## src/rtl/mirror_period_meter_pkg.sv

```systemverilog
// rtl/mirror_period_meter_pkg.sv - shared width, FSM states and helpers for the mirror period meter
package mirror_period_meter_pkg;

  localparam int FREQ_W = 24;

  typedef enum logic [1:0] {
    S_WAIT_EDGE = 2'd0,
    S_ACQUIRE   = 2'd1,
    S_LOCKED    = 2'd2
  } state_t;

  function automatic logic [FREQ_W-1:0] abs_diff(input logic [FREQ_W-1:0] a,
                                                 input logic [FREQ_W-1:0] b);
    return (a > b) ? (a - b) : (b - a);
  endfunction

endpackage

```

## src/rtl/mirror_period_meter_zc_deglitch.sv

```systemverilog
// rtl/mirror_period_meter_zc_deglitch.sv - comparator synchronizer and stability filter
module zc_deglitch #(
  parameter int FILTER_CYCLES_P = 8
) (
  input  logic clk_i,
  input  logic nrst_i,
  input  logic zc_raw_i,
  output logic zc_o,
  output logic zc_rise_o
);

  localparam int CNT_W = $clog2(FILTER_CYCLES_P + 1);
  localparam logic [CNT_W-1:0] LAST_C = CNT_W'(FILTER_CYCLES_P - 1);

  logic             r_meta;
  logic             r_sync;
  logic             r_zc;
  logic             r_rise;
  logic [CNT_W-1:0] r_cnt;
  logic             w_differs;
  logic             w_commit;

  assign w_differs = (r_sync != r_zc);
  // The last counted cycle commits the new level, so the count never sits at FILTER_CYCLES_P.
  assign w_commit  = w_differs && (r_cnt == LAST_C);

  always_ff @(posedge clk_i or negedge nrst_i) begin
    if (!nrst_i) begin
      r_meta <= 1'b0;
      r_sync <= 1'b0;
      r_zc   <= 1'b0;
      r_rise <= 1'b0;
      r_cnt  <= '0;
    end else begin
      r_meta <= zc_raw_i;
      r_sync <= r_meta;
      r_rise <= w_commit && r_sync;
      if (!w_differs || w_commit) begin
        r_cnt <= '0;
      end else begin
        r_cnt <= r_cnt + 1'b1;
      end
      if (w_commit) begin
        r_zc <= r_sync;
      end
    end
  end

  assign zc_o      = r_zc;
  assign zc_rise_o = r_rise;

endmodule

```

## src/rtl/mirror_period_meter.sv

```systemverilog
// rtl/mirror_period_meter.sv - mirror period measurement, window averaging, lock and loss-of-signal detection
module mirror_period_meter
  import mirror_period_meter_pkg::*;
#(
  parameter int SYSCLOCK_P      = 500000000,
  parameter int MIRROR_FREQ_P   = 10800,
  parameter int FILTER_CYCLES_P = 8,
  parameter int AVG_LOG2_P      = 2,
  parameter int LOCK_TOL_P      = 256,
  parameter int LOCK_COUNT_P    = 4,
  parameter int TIMEOUT_P       = 2 * (SYSCLOCK_P / MIRROR_FREQ_P)
) (
  input  logic              clk_i,
  input  logic              nrst_i,
  input  logic              zc_raw_i,
  output logic              zc_o,
  output logic              zc_rise_o,
  output logic [FREQ_W-1:0] freq_o,
  output logic              freq_valid_o,
  output logic              locked_o,
  output logic              timeout_o
);

  localparam int PERIOD_NOM_P = SYSCLOCK_P / MIRROR_FREQ_P;
  localparam int ACC_W        = FREQ_W + AVG_LOG2_P;
  localparam int WIN_W        = AVG_LOG2_P + 1;
  localparam int MATCH_W      = $clog2(LOCK_COUNT_P + 1);

  localparam logic [FREQ_W-1:0]  TIMEOUT_C    = FREQ_W'(TIMEOUT_P);
  localparam logic [FREQ_W-1:0]  LOCK_TOL_C   = FREQ_W'(LOCK_TOL_P);
  localparam logic [FREQ_W-1:0]  NOM_C        = FREQ_W'(PERIOD_NOM_P);
  localparam logic [MATCH_W-1:0] LOCK_COUNT_C = MATCH_W'(LOCK_COUNT_P);
  localparam logic [WIN_W-1:0]   WIN_LAST_C   = WIN_W'((1 << AVG_LOG2_P) - 1);

  state_t             r_state;
  state_t             w_state_next;
  logic [FREQ_W-1:0]  r_per_cnt;
  logic [ACC_W-1:0]   r_acc;
  logic [WIN_W-1:0]   r_win_cnt;
  logic [MATCH_W-1:0] r_match;
  logic [FREQ_W-1:0]  r_prev;
  logic               r_have_prev;
  logic [FREQ_W-1:0]  r_freq;
  logic               r_freq_valid;
  logic               r_timeout;

  logic               w_rise;
  logic               w_active;
  logic               w_cap_en;
  logic               w_at_limit;
  logic               w_timeout;
  logic [FREQ_W-1:0]  w_capture;
  logic               w_in_tol;
  logic [MATCH_W-1:0] w_match_next;
  logic [ACC_W-1:0]   w_acc_sum;
  logic               w_win_done;

  zc_deglitch #(
    .FILTER_CYCLES_P(FILTER_CYCLES_P)
  ) u_zc_deglitch (
    .clk_i    (clk_i),
    .nrst_i   (nrst_i),
    .zc_raw_i (zc_raw_i),
    .zc_o     (zc_o),
    .zc_rise_o(w_rise)
  );

  assign w_active   = (r_state != S_WAIT_EDGE);
  assign w_cap_en   = w_rise && w_active;
  assign w_at_limit = (r_per_cnt == TIMEOUT_C);
  // A rise landing on the saturation cycle wins over the timeout.
  assign w_timeout  = w_active && w_at_limit && !w_rise;
  assign w_capture  = r_per_cnt + 1'b1;
  assign w_in_tol   = (abs_diff(w_capture, r_prev) <= LOCK_TOL_C);
  assign w_acc_sum  = r_acc + ACC_W'(w_capture);
  assign w_win_done = w_cap_en && (r_win_cnt == WIN_LAST_C);

  always_comb begin
    w_match_next = r_match;
    if (w_cap_en && r_have_prev) begin
      if (!w_in_tol) begin
        w_match_next = '0;
      end else if (r_match != LOCK_COUNT_C) begin
        w_match_next = r_match + 1'b1;
      end
    end
  end

  always_comb begin
    w_state_next = r_state;
    unique case (r_state)
      S_WAIT_EDGE: begin
        if (w_rise) w_state_next = S_ACQUIRE;
      end
      S_ACQUIRE: begin
        if (w_timeout) begin
          w_state_next = S_WAIT_EDGE;
        end else if (w_match_next == LOCK_COUNT_C) begin
          w_state_next = S_LOCKED;
        end
      end
      S_LOCKED: begin
        if (w_timeout) begin
          w_state_next = S_WAIT_EDGE;
        end else if (w_cap_en && r_have_prev && !w_in_tol) begin
          w_state_next = S_ACQUIRE;
        end
      end
      default: w_state_next = S_WAIT_EDGE;
    endcase
  end

  always_ff @(posedge clk_i or negedge nrst_i) begin
    if (!nrst_i) begin
      r_state      <= S_WAIT_EDGE;
      r_per_cnt    <= '0;
      r_acc        <= '0;
      r_win_cnt    <= '0;
      r_match      <= '0;
      r_prev       <= '0;
      r_have_prev  <= 1'b0;
      r_freq       <= NOM_C;
      r_freq_valid <= 1'b0;
      r_timeout    <= 1'b0;
    end else begin
      r_state      <= w_state_next;
      r_freq_valid <= 1'b0;

      if (w_rise) begin
        r_per_cnt <= '0;
      end else if (!w_at_limit) begin
        r_per_cnt <= r_per_cnt + 1'b1;
      end

      if (w_rise) begin
        r_timeout <= 1'b0;
      end else if (w_timeout) begin
        r_timeout <= 1'b1;
      end

      // A new run (first rise or signal loss) starts with an empty window and no reference period.
      if (w_timeout || (w_rise && !w_active)) begin
        r_acc       <= '0;
        r_win_cnt   <= '0;
        r_match     <= '0;
        r_have_prev <= 1'b0;
      end else if (w_cap_en) begin
        r_match     <= w_match_next;
        r_prev      <= w_capture;
        r_have_prev <= 1'b1;
        if (w_win_done) begin
          r_freq       <= FREQ_W'(w_acc_sum >> AVG_LOG2_P);
          r_freq_valid <= 1'b1;
          r_acc        <= '0;
          r_win_cnt    <= '0;
        end else begin
          r_acc     <= w_acc_sum;
          r_win_cnt <= r_win_cnt + 1'b1;
        end
      end
    end
  end

  assign zc_rise_o    = w_rise;
  assign freq_o       = r_freq;
  assign freq_valid_o = r_freq_valid;
  assign locked_o     = (r_state == S_LOCKED);
  assign timeout_o    = r_timeout;

endmodule
```

## config.mk

```make
export PLATFORM = sky130hd
export DESIGN_NAME = mirror_period_meter
export DESIGN_NICKNAME = d
export VERILOG_FILES = /design/src/rtl/mirror_period_meter_pkg.sv /design/src/rtl/mirror_period_meter_zc_deglitch.sv /design/src/rtl/mirror_period_meter.sv
export SDC_FILE = /design/constraint.sdc
export NUM_CORES = 1
export LEC_CHECK = 0
export ABC_AREA = 0
export BUFFER_PORTS_ARGS = -buffer_cell sky130_fd_sc_hd__buf_2
export CORE_ASPECT_RATIO = 1.25
export CORE_UTILIZATION = 45
export CTS_CLUSTER_DIAMETER = 200
export DETAILED_ROUTE_END_ITERATION = 8
export PLACE_DENSITY_LB_ADDON = 0.25
export SYNTH_ARGS = -nofsm -noshare
export SYNTH_HDL_FRONTEND = slang
export SYNTH_HIERARCHICAL = 1
export SYNTH_SLANG_ARGS = --single-unit
export TNS_END_PERCENT = 30
```

## constraint.sdc

```tcl
create_clock -name clk_i -period 4.4 [get_ports clk_i]
set_input_delay 0.88 -clock clk_i [delete_from_list [all_inputs] [get_ports clk_i]]
set_output_delay 0.88 -clock clk_i [all_outputs]
set_load 0.02 [all_outputs]
```

## Word level (Yosys, flattened, before mapping)

Index checks and enable logic that the tools add are counted.

- Equal/unequal tests: 12
- $lt $le $gt $ge: 2
- Add/sub/neg operators: 7
- Muxes and demuxes: 28
- Bitwise logic cells: 1
- Reductions and logical operators: 22

Operators with widths:

| cell | number |
|---|---|
| $mux 26 | 3 |
| $mux 24 | 3 |
| $sub 24x24->24 | 2 |
| $add 26x24->26 | 1 |
| $add 24x1->24 const B | 1 |
| $eq 24x17->1 const B | 1 |
| $gt 24x24->1 | 1 |
| $le 24x9->1 const B | 1 |
| $mux 3 | 8 |
| $mux 2 | 5 |
| $logic_and 1x1->1 | 9 |
| $mux 1 | 7 |
| $add 3x1->3 const B | 2 |
| $ne 3x3->1 const B | 2 |
| $pmux 2 s3 | 1 |
| $reduce_and 3->1 | 2 |
| $reduce_bool 2->1 | 3 |
| $add 4x1->4 const B | 1 |
| $eq 4x3->1 const B | 1 |
| $logic_not 1->1 | 4 |
| $mux 4 | 1 |
| $ne 2x1->1 const B | 2 |
| $eq 3x2->1 const B | 1 |
| $eq 3x3->1 const B | 1 |
| 8 further kinds | 9 |

- Flip-flop bits (word level): 117
- Logic and storage cells: 87
- Output and inout bits: 29
- Bits of input ports: 3

## Logic depth before layout (Yosys ltp)

Gate-level depths: netlist of run 1.

- Depth after elaboration: 10
- Mapped depth: 23
- Mapped depth without buffers: 20

## By module

The synthesis of run 1 kept the hierarchy.

Modules (own cells, without submodules):

| module | area each (µm²) | seq. area each (µm²) | times used | cells an instance |
|---|---|---|---|---|
| mirror_period_meter | 8,325.5 | 2,737.6 | 1 | 959 |
| zc_deglitch | 319.1 | 200.2 | 1 | 22 |

## Least setup slack after synthesis of run 1

OpenSTA, ideal clock, no wires.

- Path type: flip-flop to flip-flop
- Start point: reg r_per_cnt[0]
- End point: reg r_state[0]
- Period minus slack after synthesis: 4.533 ns
- Setup time: 0.123 ns
- Cell stages (with the launch flop): 21
- Setup slack: -0.133 ns
- Buffers on the path: 1
- Data arrival time: 4.410 ns
- Data required time: 4.277 ns
- Cell sequence: dfrtp_1 ha_1 nand3_1 nor2_1 nand4_1 nor2_1 nand2_1 xor2_1 inv_1 ha_1 nand4_4 nor4_4 a21oi_2 and3_4 buf_6 or3_1 a21o_1 a211o_1 a2111oi_4 a311o_1 nand2_1

- Word-level cells in the longest chain between the ends: 9
- Elaborated cells on any way between the ends: 20

RTL lines:

| item | RTL line | RTL |
|---|---|---|
| start: declaration | mirror_period_meter.sv:37 | `logic [FREQ_W-1:0] r_per_cnt;` |
| start signal: assignment | mirror_period_meter.sv:132 | `r_per_cnt <= r_per_cnt + 1'b1;` |
| $add 24x1->24 * | mirror_period_meter.sv:73 | `assign w_capture = r_per_cnt + 1'b1;` |
| named net w_capture[20] | mirror_period_meter.sv:52 | `logic [FREQ_W-1:0] w_capture;` |
| $sub 24x24->24 or $gt 24x24->1 (tied branches) | mirror_period_meter_pkg.sv:14 | `return (a > b) ? (a - b) : (b - a);` |
| $mux 24 * | mirror_period_meter_pkg.sv:14 |  |
| $le 24x9->1 * | mirror_period_meter.sv:74 | `assign w_in_tol = (abs_diff(w_capture, r_prev) <= LOCK_TOL_C);` |
| $mux 3 | mirror_period_meter.sv:81 | `if (!w_in_tol) begin` |
| $mux 3 | mirror_period_meter.sv:80 | `if (w_cap_en && r_have_prev) begin` |
| $eq 3x3->1 | mirror_period_meter.sv:98 | `end else if (w_match_next == LOCK_COUNT_C) begin` |
| $ne 3x3->1 (no source line) | n/a |  |
| $reduce_and 3->1 (no source line) * | n/a |  |
| end signal: assignment | mirror_period_meter.sv:126 | `r_state <= w_state_next;` |
| end: declaration | mirror_period_meter.sv:35 | `state_t r_state;` |

The timed path passes the listed nets; every way through them passes the cells marked *.
A chain may end at the register's enable or synchronous reset.

## Worst setup path after layout of run 1

- Start point: reg r_per_cnt[1]
- End point: reg r_match[2]

- Word-level cells in the longest chain between the ends: 8
- Elaborated cells on any way between the ends: 15

RTL lines:

| item | RTL line | RTL |
|---|---|---|
| $add 24x1->24 * | mirror_period_meter.sv:73 |  |
| named net w_capture[15] | mirror_period_meter.sv:52 |  |
| $sub 24x24->24 or $gt 24x24->1 (tied branches) | mirror_period_meter_pkg.sv:14 |  |
| $mux 24 * | mirror_period_meter_pkg.sv:14 |  |
| $le 24x9->1 * | mirror_period_meter.sv:74 |  |
| $mux 3 * | mirror_period_meter.sv:81 |  |
| $mux 3 * | mirror_period_meter.sv:80 |  |
| $mux 3 * | mirror_period_meter.sv:147 | `end else if (w_cap_en) begin` |
| $mux 3 * | mirror_period_meter.sv:142 | `if (w_timeout \|\| (w_rise && !w_active)) begin` |
| end signal: assignment | mirror_period_meter.sv:148 | `r_match <= w_match_next;` |
| end: declaration | mirror_period_meter.sv:40 | `logic [MATCH_W-1:0] r_match;` |

The timed path passes the listed nets; every way through them passes the cells marked *. The select of a mux whose other input is x is not followed.

==> results of run 1 <==
-- sequential cells by signal (all words and copies together), names as in the netlist --
| name | count |
|---|---|
| u_zc_deglitch/r_sync | 1 |
| u_zc_deglitch/zc_rise_o | 1 |
| u_zc_deglitch/zc_o | 1 |
| r_win_cnt | 3 |
| r_match | 3 |
| timeout_o | 1 |
| r_prev | 24 |
| r_state | 2 |
| u_zc_deglitch/r_cnt | 4 |
| r_per_cnt | 24 |
| u_zc_deglitch/r_meta | 1 |
| freq_o | 24 |
| r_have_prev | 1 |
| freq_valid_o | 1 |
| r_acc | 26 |
-- worst paths after layout --
kind | to | slack, ns | from
max | r_match[2] | -0.16 | r_per_cnt[1]
min | u_zc_deglitch/r_sync | 0.35 | u_zc_deglitch/r_meta
max reg2reg | r_match[2] | -0.16 | r_per_cnt[1]
min reg2reg | u_zc_deglitch/r_sync | 0.35 | u_zc_deglitch/r_meta
max in group asynchronous | r_prev[3] | 3.12 | nrst_i
min in group asynchronous | r_acc[17] | 0.49 | nrst_i
-- power groups by stage --
stage	registers (W)	logic, W	clock network, W
floorplan	0.00121	0.00194	0
global placement	0.00120	0.00311	0
detailed placement	0.00120	0.00314	0
CTS	0.00119	0.00351	0.00149
global route	0.00120	0.00417	0.00154
finish	0.00120	0.00391	0.00148
-- final cells by class --
class / count / area, um2
tap: 232 / 290.3
timing repair buffer: 237 / 1740
inverter: 71 / 266.5
sequential: 117 / 2939
multi-input combinational: 755 / 6080
clock inverter: 15 / 191.4
clock buffer: 17 / 425.4
fill: 1502 / 6845
-- repair_timing --
item	in CTS	in global routing
pin swaps	37	45
gates resized for setup	72	72
cloned	0	0
setup endpoints to repair	5	8
buffers inserted	22	12
-- metal layers --
metal  global-route usage  share of wire  up-vias  wire, um
li1                     -              -     3963         -
met1               0.3239           0.42     4077     11100
met2               0.4786           0.50      251     13390
met3              0.03569          0.035       84       937
met4               0.1434          0.047        0      1259
met5                    0              0        -         0
-- Yosys cell counts, types with 12 or more instances --
master    count  share of area
and3_1       12         0.0087
dfrtp_1     109           0.32
nand2_1      75          0.033
a22o_1       24          0.024
mux2_2       23          0.030
nand3_1      31          0.018
o21ai_0      60          0.035
clkbuf_1     22         0.0096
a21oi_1      68          0.039
a21o_1       23          0.020
nor2_1       89          0.039
ha_1         77           0.11
xnor2_1      39          0.040
xor2_1       21          0.021
inv_1        71          0.031
nor3_1       25          0.014
nor2b_1      12         0.0087
nand4_1      16          0.012
a31oi_1      13         0.0094
-- through the flow --
| step | hold WS (ns) | util |
|---|---|---|
| 2_1_floorplan | 0.3312 | - |
| 3_3_place_gp | 0.3343 | 0.5497 |
| 3_5_place_dp | 0.3371 | 0.5497 |
| 4_1_cts | 0.3535 | 0.6119 |
| 5_1_grt | 0.3511 | 0.6355 |
| 6_report | 0.3507 | 0.6355 |
-- cell families after synthesis --
| group | count (synthesis) | share of synthesized area |
|---|---|---|
| and+or+nand+nor | 320 | 0.1873 |
| adders and majority gates | 78 | 0.1138 |
| AOI/OAI and AO/OA | 273 | 0.2155 |
| buffers and inverters | 109 | 0.05109 |
| muxes | 24 | 0.03170 |
| DFF | 117 | 0.3398 |
| xor gates and xnor gates | 60 | 0.06079 |
==> out/metrics.cfg, run 1 <==
[floorplan]
ioPinCount=32
die-area_mm2=0.01977
initial_core_util=0.4604
die_x_um=126.0
rows=56
die-height_um=157.0
core_area_mm2=0.01878

[setup_path]
critPathMaxStageDelay_ns=0.42
cp.arrival_ns=4.90
path_delay_family=simple AND/OR/NAND/NOR gates
worstPathRequired_ns=4.74
critPathKind=flip-flop to flip-flop
cp-start-kind=flip-flop
worst-path-buf-inv=6
worstRegToRegCells=25
crit_path_frequent_cell=buf_4
worstPathMaxFanout=6
worst-path-stages=25
worst_setup_path_end_kind=flip-flop
critPathSlowestCell=dfrtp_1

[yosys]
synth_edf_count=0
syn_avg_cell_area_um2=8.812
netlist_instances=981
syn_nets=1062
syn_area_mm2=0.008645
synth_ff_type=dfrtp_1
ys_warn_count=6
ys_seq_area_frac=0.3398
synth_seq_cells=117
yosys.cell_types.count=81
synthArstFlopShare=1.000

[power_and_ir_drop]
switching_share=0.4118
p_per_area_mw_per_mm2=551.6
seqPwrFrac=0.182
total_power_w=0.006582
combPwrFrac=0.594
p_leak_nw=5.864
p_int_w=0.003872
vdd_ir_drop_max_mv=0.3255
power.net_switching_w=0.002710
clkPwrFrac=0.224

[clock_tree]
root_buffer=clkbuf_16
tritoncts=done
clkSinkCount=117
clk_latency_ns=0.42
clk_pin_slew_ns=0.06
cts_inserted_buffers=17
h-tree-depth=4
clockBufferDepth=2
cts_hold_buf=0

[detailed_routing]
antenna_left=0
drtPass1Iterations=5
via_per_inst=5.800
wl_per_cell_um=18.48
wl_um=26690
drt_iter0_drc=530
drc_errors=0
vias=8375

[timing]
tightest_slew_ns=1.107
rsz0062_at_grt=true
timing.slew.headroom=0.2590
fin_skew_ns=0.01897
drv_slew=0
post-route-period-util=1.036
setup_ws_ns=-0.1582
fin_crit_ns=4.558
finalHoldViolCount=0
max_freq_mhz=219.4
setup_viol=5
setup_tns_ns=-0.5132

[worst_hold_path]
hold_path_depth=0
hold_class=flip-flop to flip-flop

[place]
place_ws_ns=-0.9509
place_inst=1379
dpl-instance-area_mm2=0.01032
hpwl_um=19360
place.gp.congestion=1.049
io_buffer_count=31

[layout]
drive_gt1_frac=0.3589
antenna_cells=0
area_delta_synth_final_pct=38.04
layout_common_cells=buf_4 (199), dfrtp_1 (108), nor2_1 (78)
instances_no_fill=1444
final_area_mm2=0.01193
nNetsFinal=1280
layout_commonest_cell=buf_4

[grt]
overflow=0
antenna_found_initial=0
grt_max_degree=66
grt_use_total=0.2719
grt_pass1_wl_um=42110
grt_pass1_vias=8340

[outcome]
status=finished, violations left
violations=negative setup slack

[run]
drv_cap=0

(Power assumes the default switching activity.)
==> run 2, diff against run 1 <==
- PLACE_DENSITY: not set -> 0.62
- PLACE_DENSITY_LB_ADDON: 0.25 -> not set
==> out/metrics.cfg, run 2 (synthesis results as in run 1) <==
[setup_path]
cp-start-kind=flip-flop
worst_setup_path_end_kind=flip-flop
worstPathRequired_ns=4.76
worstPathMaxFanout=6
critPathKind=flip-flop to flip-flop
cp.arrival_ns=4.90

[clock_tree]
tritoncts=done
root_buffer=clkbuf_16
h-tree-depth=4
cts_inserted_buffers=17
clk_pin_slew_ns=0.06
clk_latency_ns=0.42
clkSinkCount=117
clockBufferDepth=2

[timing]
setup_tns_ns=-0.4873
timing.slew.headroom=0.4049
setup_viol=5
drv_slew=0
post-route-period-util=1.032
max_freq_mhz=220.3
tightest_slew_ns=0.8927
fin_skew_ns=0.01191
finalHoldViolCount=0
setup_ws_ns=-0.1392
fin_crit_ns=4.539
rsz0062_at_grt=true

[detailed_routing]
vias=8212
wl_um=25910
wl_per_cell_um=17.87
antenna_left=0
drc_errors=0
drtPass1Iterations=5
via_per_inst=5.663
drt_iter0_drc=551

[place]
place.gp.congestion=0.9992
io_buffer_count=31
hpwl_um=19460

[layout]
nNetsFinal=1286
layout_common_cells=buf_4 (204), dfrtp_1 (109), nor2_1 (81)
layout_commonest_cell=buf_4
largest_reg_flops=26
top_register=r_acc
area_delta_synth_final_pct=35.71
final.fill_count=1569
antenna_cells=0
fin_util=0.6247
drive_gt1_frac=0.3374

[grt]
grt_pass1_wl_um=41880
antenna_found_initial=0
grt_pass1_vias=8351
overflow=0
grt_use_total=0.2714
grt_max_degree=70

[worst_hold_path]
hold_class=flip-flop to flip-flop

[floorplan]
initial_core_util=0.4604
ioPinCount=32
die-height_um=157.0
die-area_mm2=0.01977
core_area_mm2=0.01878
rows=56
die_x_um=126.0

[power_and_ir_drop]
vdd_ir_drop_max_mv=0.2764
p_leak_nw=5.829
p_per_area_mw_per_mm2=531.3

[outcome]
violations=negative setup slack
status=finished, violations left

[run]
drv_cap=0

run 2: cell count changes in the layout (fill, tap and decap cells not counted), sizes merged:
cell,previous run,this run
clkinvlp,2,4
inv,79,73
bufinv,3,1
clkbuf,18,19
clkinv,2,6
buf,236,243
run 2: repair_timing:
| action | CTS | global route |
|---|---|---|
| setup buffers | 19 | 10 |
| gates resized for setup | 71 | 33 |
| pin swaps | 35 | 29 |
| endpoints found under the setup margin | 5 | 9 |
| endpoints found under the hold margin | 0 | 0 |
| hold buffers | 0 | 0 |
run 2: worst max-delay path: stages (launching register included):
cell,delay [ns]
dfrtp_1,0.36
and3_4,0.21
nand2_4,0.06
nor2_4,0.11
nand4_1,0.19
inv_1,0.14
nand2_1,0.08
xor2_1,0.20
inv_1,0.14
ha_4,0.31
buf_4,0.16
nand4_1,0.17
nor3_4,0.24
buf_4,0.15
o21ai_4,0.08
nand3_2,0.11
nand3_2,0.12
buf_4,0.18
a21oi_1,0.20
o21ai_0,0.19
buf_4,0.18
a32oi_1,0.25
a2111oi_4,0.11
buf_4,0.17
a311o_1,0.30
nand2_1,0.06
run 2: path summary, 6_finish.rpt:
check                      slack (ns)  depth (start not counted)            startpoint              endpoint
min in group asynchronous        0.56                          1                nrst_i             r_prev[1]
max in group asynchronous        2.87                          2                nrst_i            freq_o[12]
max                             -0.14                         25          r_per_cnt[0]            r_state[0]
min reg2reg                      0.35                          0  u_zc_deglitch/r_meta  u_zc_deglitch/r_sync
max reg2reg                     -0.14                         25          r_per_cnt[0]            r_state[0]
min                              0.35                          0  u_zc_deglitch/r_meta  u_zc_deglitch/r_sync
run 2: metrics by stage:
step / area [um2] / hold WS [ns] / std cells / setup WS [ns] / power [W]
after CTS: 11510 / 0.3539 / 1441 / -0.01806 / 0.006011
after global placement: 10390 / 0.3346 / 1390 / -1.012 / 0.004415
final: 11730 / 0.3509 / 1450 / -0.1392 / 0.006233
after detailed placement: 10390 / 0.3405 / 1390 / -1.013 / 0.004446
after floorplan: 8728 / 0.3312 / 981 / 0.002283 / 0.003146
after global routing: 11730 / 0.3663 / 1450 / -0.3402 / 0.006582
run 2: where the power goes:
group	internal (W)	leakage, nW	switching (W)
clock network	0.000811	0.273	0.000527
logic	0.00172	3.97	0.00199
registers	0.00113	1.58	0.0000487
total	0.00366	5.83	0.00257
run 2: final cells by class:
class                   instances  area, um2  area share
well taps                     232      290.3     0.02474
clock inverters                13      125.1     0.01067
clock buffers                  19      452.9     0.03861
flip-flops and latches        117       2938      0.2504
repair buffers                243       1783      0.1520
multi-input cells             755       5876      0.5009
inverters                      71      266.5     0.02272
run 2: per-layer routing:
metal,track usage,vias to the layer above,routed length [um]
met5,0,-,0
met4,0.1314,0,999
met3,0.03365,63,914
met2,0.4820,214,12960
met1,0.3254,3945,11040
li1,-,3990,-
